**config.mk**
```make
export PLATFORM = sky130hd
export DESIGN_NAME = mac_accumulator
export DESIGN_NICKNAME = d
export VERILOG_FILES = /design/src/rtl/mac_pkg.sv /design/src/rtl/mac_valid_delay.sv /design/src/rtl/mac_accumulator.sv
export SDC_FILE = /design/constraint.sdc
export NUM_CORES = 1
export LEC_CHECK = 0
export BUFFER_PORTS_ARGS = -buffer_cell sky130_fd_sc_hd__buf_2
export CAP_MARGIN = 20
export CORE_MARGIN = 4
export CORE_UTILIZATION = 34
export CTS_BUF_LIST = sky130_fd_sc_hd__clkbuf_8
export DETAILED_ROUTE_END_ITERATION = 7
export GPL_ROUTABILITY_DRIVEN = 1
export HOLD_SLACK_MARGIN = 0.15
export SYNTH_ARGS = -nofsm -noshare
export SYNTH_HDL_FRONTEND = slang
export SYNTH_HIERARCHICAL = 1
export SYNTH_SLANG_ARGS = --single-unit
```
**constraint.sdc**
```tcl
create_clock -name clk -period 2.5 [get_ports clk]
set_input_delay 0.25 -clock clk [delete_from_list [all_inputs] [get_ports clk]]
set_output_delay 0.25 -clock clk [all_outputs]
set_load 0.05 [all_outputs]
```
**src/rtl/mac_pkg.sv**
```systemverilog
// Shared constants and state encoding for the multiply-accumulate unit.
// The multiplier and the accumulate stage both take their latency from here.
package mac_pkg;

   localparam int MAC_LATENCY = 11;
   localparam int MAC_PROD_W  = 10;
   localparam int MAC_ACC_W   = 16;
   localparam int MAC_CNT_W   = 8;

   typedef enum logic [1:0] {
      IDLE  = 2'd0,
      ACCUM = 2'd1,
      DRAIN = 2'd2,
      HOLD  = 2'd3
   } mac_state_t;

endpackage

```
**src/rtl/mac_valid_delay.sv**
```systemverilog
// Shift register carrying {valid, last} alongside the multiplier pipeline so
// the tap lines up with the product that belongs to it.
module mac_valid_delay
   import mac_pkg::*;
#(
   parameter int LATENCY = MAC_LATENCY
) (
   input  logic       clk,
   input  logic       reset,
   input  logic [1:0] din,
   output logic [1:0] dout
);

   logic [1:0] stage [LATENCY];

   always_ff @(posedge clk) begin
      if (reset) begin
         for (int i = 0; i < LATENCY; i++) stage[i] <= '0;
      end else begin
         stage[0] <= din;
         for (int i = 1; i < LATENCY; i++) stage[i] <= stage[i-1];
      end
   end

   assign dout = stage[LATENCY-1];

endmodule

```
**src/rtl/mac_accumulator.sv**
```systemverilog
// Accumulate stage behind the pipelined multiplier: sums one frame of products,
// holds the result on a valid/ready output and blocks issue while a frame is in flight.
module mac_accumulator
   import mac_pkg::*;
#(
   parameter int PROD_W   = MAC_PROD_W,
   parameter int ACC_W    = MAC_ACC_W,
   parameter int CNT_W    = MAC_CNT_W,
   parameter int LATENCY  = MAC_LATENCY,
   parameter int SATURATE = 1
) (
   input  logic              clk,
   input  logic              reset,
   input  logic              issue_valid,
   input  logic              issue_last,
   output logic              issue_ready,
   input  logic [PROD_W-1:0] prod,
   output logic [ACC_W-1:0]  acc_out,
   output logic [CNT_W-1:0]  term_count,
   output logic              overflow,
   output logic              out_valid,
   input  logic              out_ready,
   output logic [1:0]        fsm_state
);

   localparam int SUM_W = ((ACC_W > PROD_W) ? ACC_W : PROD_W) + 1;

   mac_state_t        state, state_next;
   logic              accept;
   logic [1:0]        dtap;
   logic              dvalid, dlast;
   logic [ACC_W-1:0]  acc;
   logic [CNT_W-1:0]  cnt;
   logic              ovf;
   logic [SUM_W-1:0]  sum_wide;
   logic              sum_ovf;
   logic [ACC_W-1:0]  acc_sum;
   logic [CNT_W-1:0]  cnt_next;

   // Handshake: an issue counts only when issue_valid and issue_ready are both
   // high at a rising edge; the result moves when out_valid and out_ready are.
   assign issue_ready = (state == IDLE) || (state == ACCUM);
   assign accept      = issue_valid & issue_ready;
   assign out_valid   = (state == HOLD);
   assign fsm_state   = state;

   mac_valid_delay #(.LATENCY(LATENCY)) u_delay (
      .clk   (clk),
      .reset (reset),
      .din   ({accept, accept & issue_last}),
      .dout  (dtap)
   );

   assign dvalid = dtap[1];
   assign dlast  = dtap[0];

   always_ff @(posedge clk) begin
      if (reset) state <= IDLE;
      else       state <= state_next;
   end

   always_comb begin
      state_next = state;
      case (state)
         IDLE:    if (accept) state_next = issue_last ? DRAIN : ACCUM;
         ACCUM:   if (accept && issue_last) state_next = DRAIN;
         DRAIN:   if (dvalid && dlast) state_next = HOLD;
         HOLD:    if (out_ready) state_next = IDLE;
         default: state_next = IDLE;
      endcase
   end

   // One extra bit above the accumulator exposes the carry out for overflow.
   always_comb begin
      sum_wide = SUM_W'(acc) + SUM_W'(prod);
      sum_ovf  = |sum_wide[SUM_W-1:ACC_W];
      if (sum_ovf && (SATURATE != 0)) acc_sum = '1;
      else                            acc_sum = sum_wide[ACC_W-1:0];
      cnt_next = (cnt == '1) ? cnt : cnt + CNT_W'(1);
   end

   always_ff @(posedge clk) begin
      if (reset) begin
         acc <= '0;
         cnt <= '0;
         ovf <= 1'b0;
      end else if ((state == HOLD) && out_ready) begin
         acc <= '0;
         cnt <= '0;
         ovf <= 1'b0;
      end else if (dvalid) begin
         acc <= acc_sum;
         cnt <= cnt_next;
         if (sum_ovf) ovf <= 1'b1;
      end
   end

   assign acc_out    = acc;
   assign term_count = cnt;
   assign overflow   = ovf;

endmodule

```
# [Yosys cells after proc, flatten, opt, wreduce, memory -nomap -nowiden]
# Memories as Yosys holds them, arrays and structs flattened.
# Index checks and enable logic that the tools add are counted.
[word_totals] register_bits=27 ramBits=22 input_bits=15 output_inout_bits=29 elab_cells=59 mem_count=1
[mem_list] name="u_delay.stage" words=11 word_bits=2 read_ports=11 rd_clocked_by_memory_dff=0 write_ports=11 line_no="mac_valid_delay.sv:14" text="logic [1:0] stage [LATENCY];"
[op_classes] n_addsub=2 eq_ne=8 n_mux=21 n_bitwise=14 n_reduce_logical=9
[ops] operator="$mux W2" count=16
[ops] operator="$add A16 B10 Y17" count=1
[ops] operator="$mux W16" count=1
[ops] operator="$or A1 B1 Y1" count=11
[ops] operator="$add A8 B1 Y8 const B" count=1
[ops] operator="$eq A8 B8 Y1 const B" count=1
[ops] operator="$pmux W2 S4" count=1
[ops] operator="$eq A2 B2 Y1 const B" count=2
[ops] operator="$ne A2 B1 Y1 const B" count=2
[ops] operator="$ne A2 B2 Y1 const B" count=2
[ops] operator="$reduce_and A2 Y1" count=2
[ops] operator="$reduce_and A4 Y1" count=1
[ops] operator="$logic_and A1 B1 Y1" count=3
[ops] operator="$mux W1" count=3
[ops] operator="$and A1 B1 Y1" count=2
[ops] operator="$eq A2 B1 Y1 const B" count=1
[ops] operator="$logic_not A2 Y1" count=1
[ops] operator="$reduce_or A2 Y1" count=1
[ops] operator="$logic_or A1 B1 Y1" count=1
[ops] operator="$not A1 Y1" count=1

# [Logic depth before layout (Yosys ltp)]
# Gate-level depths: netlist (run 1).
[depth] depth_word=6 depth_mapped=8 ltp_nobuf=7

# [Cells and area by module]
# Netlist (run 1), hierarchy kept.
[by_module_without_submodules] mod="mac_accumulator" n_inst=1 cells_each=203 area_each_um2=1798.0 seq_area_each_um2=540.5
[by_module_without_submodules] mod="mac_valid_delay" n_inst=1 cells_each=46 area_each_um2=640.6 seq_area_each_um2=440.4

# [Worst setup path before layout (run 1)]
# Ideal clock, no wire load.
[synth_path] path_type="register to register" from="reg acc[0], in the netlist acc_out[0]" to="reg acc[7], in the netlist acc_out[7]" setup_ps=119 arrival_time_ps=2238 t_required_ps=2381 slack_ps=144 path_stages_with_launch=9 path_buffers=1 period_less_slack_ps=2356 path_cell_list="dfxtp_1 ha_1 fa_1 a21o_1 o2bb2ai_2 o2111a_1 buf_6 nand2b_4 o221a_1"
[synth_between] elab_chain_cells=2
[synth_lines] item="start: declaration" line_no="mac_accumulator.sv:32" text="logic [ACC_W-1:0] acc;"
[synth_lines] item="start signal: assignment" line_no="mac_accumulator.sv:92" text="acc <= acc_sum;"
[synth_lines] item="$add A16 B10 Y17" line_no="mac_accumulator.sv:75" text="sum_wide = SUM_W'(acc) + SUM_W'(prod);"
[synth_lines] item="$mux W16" line_no="mac_accumulator.sv:77" text="if (sum_ovf && (SATURATE != 0)) acc_sum = '1;"
# No other way between the ends.
# A chain may end at the register's enable or synchronous reset.

# [Final worst setup path (run 1)]
[layout_path] from="reg acc[0], in the netlist acc_out[0]" to="reg acc[15], in the netlist acc_out[15]"
# Same word-level chain as after synthesis.

==> results of run 1 <==
==> logic make-up (layout without fill, tap and decap cells) <==
family	Yosys count	count (layout)
mux	1	1
compound gates	71	71
simple gates	86	86
flops	49	49
buf+inv	14	60
fa+ha+maj	16	16
xor+xnor	12	12
==> worst max-delay path, delay by kind of cell, from the launching register on <==
family / cells / cell delay, ps
fa+ha+maj: 2 / 630
flops: 1 / 340
simple gates: 1 / 300
compound gates: 4 / 850
==> layout make-up <==
cell class / count / area (um2)
multi-input cells: 186 / 1380
well taps: 96 / 120
flip-flops and latches: 49 / 981
repair buffers: 46 / 238
inverters: 6 / 22.5
clock buffers: 5 / 68.8
clock inverters: 3 / 22.5
fillers: 702 / 4040
==> placed cells by master (no fill, tap or decap), types with 6 or more instances in the layout <==
cell type / count
o21ai_0: 10
nor3_1: 6
dfxtp_1: 49
nand2_1: 9
xnor2_1: 8
inv_1: 6
nor2_1: 23
a21o_1: 6
a21oi_1: 17
buf_2: 43
ha_1: 15
nor2b_1: 8
nor2b_2: 15
a211oi_1: 6
nand3_1: 6
==> worst paths after layout <==
path                                                startpoint                             end  slack (ps)  cells after the start
worst max-delay path                   acc_out[0]$_SDFFE_PP0P_        acc_out[15]$_SDFFE_PP0P_         250                      7
worst min-delay path                                issue_last       fsm_state[0]$_SDFFE_PP0P_         270                      3
worst max register to register         acc_out[0]$_SDFFE_PP0P_        acc_out[15]$_SDFFE_PP0P_         250                      7
worst min register to register  u_delay/stage[2][1]$_SDFF_PP0_  u_delay/stage[2][3]$_SDFF_PP0_         440                      1
==> layer usage <==
layer,track usage [%],up-vias,routed length (um)
met5,0,-,0
met1,14.1,886,2320
met2,19.9,29,2290
met3,3.41,6,199
met4,4.40,0,65
li1,-,990,-
==> sequential cells by signal, summed over array words and instances, names as in the netlist <==
name	count
fsm_state	2
acc_out	16
u_delay/stage	22
overflow	1
term_count	8
==> power breakdown <==
part | internal, mW | total, mW | leakage [nW] | switching (mW)
sequential | 0.808 | 0.827 | 0.396 | 0.0193
clock | 0.197 | 0.474 | 0.0364 | 0.277
combinational | 0.146 | 0.409 | 0.831 | 0.263
==> stage by stage <==
step / setup slack (ps) / hold WS [ps] / cells / util (%)
global route: 158 / 271 / 391 / 41.2
floorplan: 144 / 319 / 249 / -
finish: 245 / 274 / 391 / 41.2
detailed placement: 238 / 423 / 383 / 39.9
global placement: 258 / 414 / 383 / 39.9
CTS: 274 / 257 / 391 / 41.2
==> impl_metrics.csv, run 1 <==
group,metric,value,unit
synth,synth-compound-area-share,22.7,%
final_layout,fin_area,2830,um2
global_routing,antenna_found_initial,0,
clock_tree,cts_setup_buffers,0,
power,vdd_drop_max,422,uV
die,pin_count,44,
clock_tree,root_buffer,"clkbuf_8",
die,die_area,8590,um2
die,dieWidth,92.7,um
synth,synth-xor-area-share,4.31,%
clock_tree,cts_buffers,5,
synth,synth.top_cell.area_share,40.2,%
synth,synth_top_area_cell,"dfxtp_1",
global_routing,grt_pass1_vias,1847,
worst_setup_path,crit_arrival,2420,ps
synth,ys_types,53,
clock_tree,clockBufferDepth,2,
global_routing,grt_overflow,0,
global_routing,grt_util_all_layers,11.8,%
final_layout,fin_nets,325,
clock_tree,clock_latency,300,ps
drt,antenna_left,0,
sta,finalMaxSlewViolations,0,
drt,routed_wl,4.88,mm
synth,yosysMostFrequentCell,"dfxtp_1",
sta,skew,5.88,ps
worst_setup_path,worstSetupStartpointType,"flip-flop",
sta,rsz0062_at_grt,"false",
final_layout,area_growth,16.2,%
worst_setup_path,path_cells,"ha_1 > fa_1 > a21o_1 > o2bb2ai_2 > o2111a_2 > nor4b_1 > a211oi_1",
sta,max_freq,444,MHz
sta,setup_viol,0,
synth,yosys-top-cells-count,"49 x dfxtp_1, 23 x nor2_1, 17 x a21oi_1",
sta,slew_headroom,53.8,%
power,finalPower,1.71,mW
drt,drtIter0Drc,57,
clock_tree,cts-resized-gates,0,
synth,yosys-top-cells-area,"dfxtp_1 40%, ha_1 7.7%, nor2b_2 5.4%, nor2_1 3.5%, a21oi_1 3.5%",
synth,synthMuxAreaShare,0.410,%
global_routing,grt_first_pass_wirelength,8.27,mm
clock_tree,cts_tree,"done",
drt,drc_errors,0,
synth,synthSimpleGateAreaFrac,20.6,%
placement,io_buffers,43,
worst_setup_path,critPathMaxFanout,7,
placement,place_hpwl,3.62,mm
drt,wl_per_cell,12.5,um
sta,final_hold_viol_count,0,
synth,synth_edf_count,0,
final_layout,drive_gt1_share,27.5,%
worst_setup_path,endpoint_kind,"flip-flop",
placement,postPlaceCellArea,2740,um2
synth,synth_cells,249,
clock_tree,cts_max_level,2,
power,p_leak,1.26,nW
clock_tree,path_clk_slew,100,ps
global_routing,grt_max_degree,27,
run,drv_cap,0,
drt,routed_via_density,4.89,
status,status,"finished clean",
sta,tns,0,ps
worst_setup_path,crit_slowest_cell,"fa_1",
clock_tree,cts_hold_buffers,0,
sta,min_period_over_period,90.2,%
min_path,hold_class,"in2reg",
clock_tree,cts.sinks,49,
worst_setup_path,slowest_delay,400,ps
die,start_util,35.5,%
power,powerDensity,604,nW/um2
synth,ys_ff_latch,49,
synth,async_reset_ff_share,0,%
drt,vias,1911,
synth,yosysWarnings,6,
synth,synthFlopType,"dfxtp_1",
die,fp.dieH,92.7,um
synth,synth_fp_nets,280,
synth,seq_area_frac_synth,40.2,%
worst_setup_path,crit_type,"reg2reg",
placement,globalplace.congestion,0.792,
sta,worstMarginPinSlew,693,ps
die,rows,30,
sta,min_period,2250,ps
final_layout,antennaDiodeCount,0,
synth,synth_area_per_cell,9.79,um2
die,core-area,6870,um2
drt,first_pass_iters,4,
synth,synth_top_family_by_area,"compound AO/OA/AOI/OAI gates",
worst_setup_path,worstPathRequired,2670,ps
synth,syn_area,2440,um2
synth,synth_fa_ha_area_share,8.52,%
Power figures use the tool's default switching activity.
==> inputs of run 2 (changes only) <==
==> constraint.sdc (replaced) <==
create_clock -name clk -period 2.7 [get_ports clk]
set_input_delay 0.27 -clock clk [delete_from_list [all_inputs] [get_ports clk]]
set_output_delay 0.27 -clock clk [all_outputs]
set_load 0.05 [all_outputs]
==> run 2 against run 1 <==
Against the previous run: sequential share of layout area is essentially flat; via count down 1.0%; clock skew is 9.1 ps higher; cell count down 0.51%; design area about the same; power fell by 5.2%; global-route usage hardly changed; core utilization about the same; sequential cell count stayed put.
==> impl_metrics.csv, run 2 (synthesis results as in run 1) <==
group,metric,value,unit
final_layout,final_cell_mix,"49 x dfxtp_1, 43 x buf_2, 23 x nor2_1, 17 x a21oi_1",
sta,max_freq,445,MHz
worst_setup_path,rrSetupSlack,450,ps
placement,globalplace.congestion,0.771,
worst_setup_path,endpoint_kind,"flip-flop",
final_layout,fin_nets,323,
die,die_area,8590,um2
sta,setup_viol,0,
worst_setup_path,path_delay_family,"compound AO/OA/AOI/OAI gates",
run,drv_cap,0,
drt,first_pass_iters,4,
min_path,hold_class,"in2reg",
worst_setup_path,worstPathRequired,2860,ps
worst_setup_path,critPathBufInv,0,
worst_setup_path,rr_worst_depth,7,
die,dieWidth,92.7,um
final_layout,fin_area,2830,um2
placement,place_inst,381,
global_routing,grt_max_degree,27,
sta,fin_ws,454,ps
placement,io_buffers,43,
power,p_leak,1.27,nW
sta,finalMaxSlewViolations,0,
worst_setup_path,worstSetupStartpointType,"flip-flop",
final_layout,largest_register_ffs,22,
clock_tree,clock_latency,300,ps
sta,min_period_over_period,83.2,%
sta,final_hold_viol_count,0,
worst_setup_path,cp.depth,7,
sta,slew_headroom,54.1,%
worst_setup_path,endpoint,"acc_out[13]$_SDFFE_PP0P_",
worst_setup_path,crit_type,"reg2reg",
sta,min_period,2250,ps
sta,rsz0062_at_grt,"false",
clock_tree,path_clk_slew,100,ps
clock_tree,cts-resized-gates,0,
placement,postPlaceCellArea,2730,um2
die,rows,30,
worst_setup_path,path_cells,"ha_1 > fa_1 > a21o_1 > o2bb2ai_2 > o2111a_1 > nor4_1 > nor3_1",
global_routing,antenna_found_initial,0,
clock_tree,cts_tree,"done",
global_routing,grt_pass1_vias,1794,
clock_tree,clockBufferDepth,2,
sta,skew,15.0,ps
final_layout,regMostFlops,"u_delay/stage",
clock_tree,cts_setup_buffers,0,
worst_setup_path,critPathMaxFanout,9,
drt,drc_errors,0,
die,fp.dieH,92.7,um
final_layout,antennaDiodeCount,0,
drt,routed_wl,4.81,mm
final_layout,drive_gt1_share,27.0,%
placement,post-place-ws,380,ps
worst_setup_path,crit_arrival,2410,ps
placement,place_hpwl,3.55,mm
sta,worstMarginPinSlew,689,ps
die,pin_count,44,
global_routing,grt_util_all_layers,11.8,%
clock_tree,cts.sinks,49,
final_layout,layout_commonest_cell,"dfxtp_1",
drt,wl_per_cell,12.4,um
global_routing,grt_first_pass_wirelength,8.29,mm
sta,tns,0,ps
clock_tree,cts_hold_buffers,0,
clock_tree,cts_buffers,5,
final_layout,stdcell_count,389,
clock_tree,cts_max_level,2,
worst_setup_path,crit_slowest_cell,"fa_1",
power,powerDensity,573,nW/um2
worst_setup_path,r2r_end,"acc_out[13]$_SDFFE_PP0P_",
worst_setup_path,slowest_delay,400,ps
power,vdd_drop_max,392,uV
clock_tree,root_buffer,"clkbuf_8",
status,status,"finished clean",
drt,vias,1891,
drt,antenna_left,0,
die,core-area,6870,um2
final_layout,area_growth,16.1,%
worst_setup_path,critPathLaunch,"acc_out[0]$_SDFFE_PP0P_",
drt,drtIter0Drc,39,
die,start_util,35.5,%
drt,routed_via_density,4.86,
worst_setup_path,r2r-start,"acc_out[0]$_SDFFE_PP0P_",
global_routing,grt_overflow,0,
-- run 2: cell types whose count changed in the layout (fill, tap and decap cells not counted), sizes merged --
cell	before	now
inv	6	7
clkinvlp	3	0
clkbuf	5	7
buf	46	44
-- run 2: worst min-delay path by stage --
stage,slack [ps],end,cells past startpoint,start
floorplan,340,fsm_state[0]$_SDFFE_PP0P_,1,reset
global placement,410,u_delay/stage[3][3]$_SDFF_PP0_,1,u_delay/stage[3][1]$_SDFF_PP0_
detailed placement,420,u_delay/stage[3][3]$_SDFF_PP0_,1,u_delay/stage[3][1]$_SDFF_PP0_
CTS,290,fsm_state[0]$_SDFFE_PP0P_,3,issue_last
global route,310,fsm_state[0]$_SDFFE_PP0P_,3,issue_last
finish,300,fsm_state[0]$_SDFFE_PP0P_,3,issue_last
-- run 2: layout make-up --
| class | count | area [um2] |
|---|---|---|
| fill | 705 | 4040 |
| inverter | 6 | 22.5 |
| clock inverter | 1 | 8.76 |
| multi-input combinational | 186 | 1380 |
| sequential | 49 | 981 |
| timing repair buffer | 44 | 223 |
| clock buffer | 7 | 96.3 |
| tap | 96 | 120 |
-- run 2: through the flow --
stage / power (mW) / hold WS [ps] / utilization, %
6_report: 1.62 / 302 / 41.2
5_1_grt: 1.72 / 313 / 41.2
4_1_cts: 1.66 / 287 / 41.2
3_5_place_dp: 1.17 / 422 / 39.7
3_3_place_gp: 1.16 / 413 / 39.7
2_1_floorplan: 1.09 / 339 / -
-- run 2: tightest hold or removal path: cells and delay by family --
| family | cells | cell delay, ps |
|---|---|---|
| AOI/OAI and AO/OA | 2 | 170 |
| buffers and inverters | 1 | 110 |
-- run 2: layer usage --
| metal | track usage (%) | share of wire, % |
|---|---|---|
| met3 | 2.92 | 3.9 |
| met2 | 19.1 | 47 |
| met5 | 0 | 0 |
| met1 | 15.1 | 48 |
| met4 | 4.76 | 1.1 |
-- run 2: power by group --
group	total, mW	switching, mW	internal [mW]
sequential	0.768	0.0197	0.748
clock	0.477	0.241	0.237
combinational	0.377	0.242	0.135
total	1.62	0.503	1.12
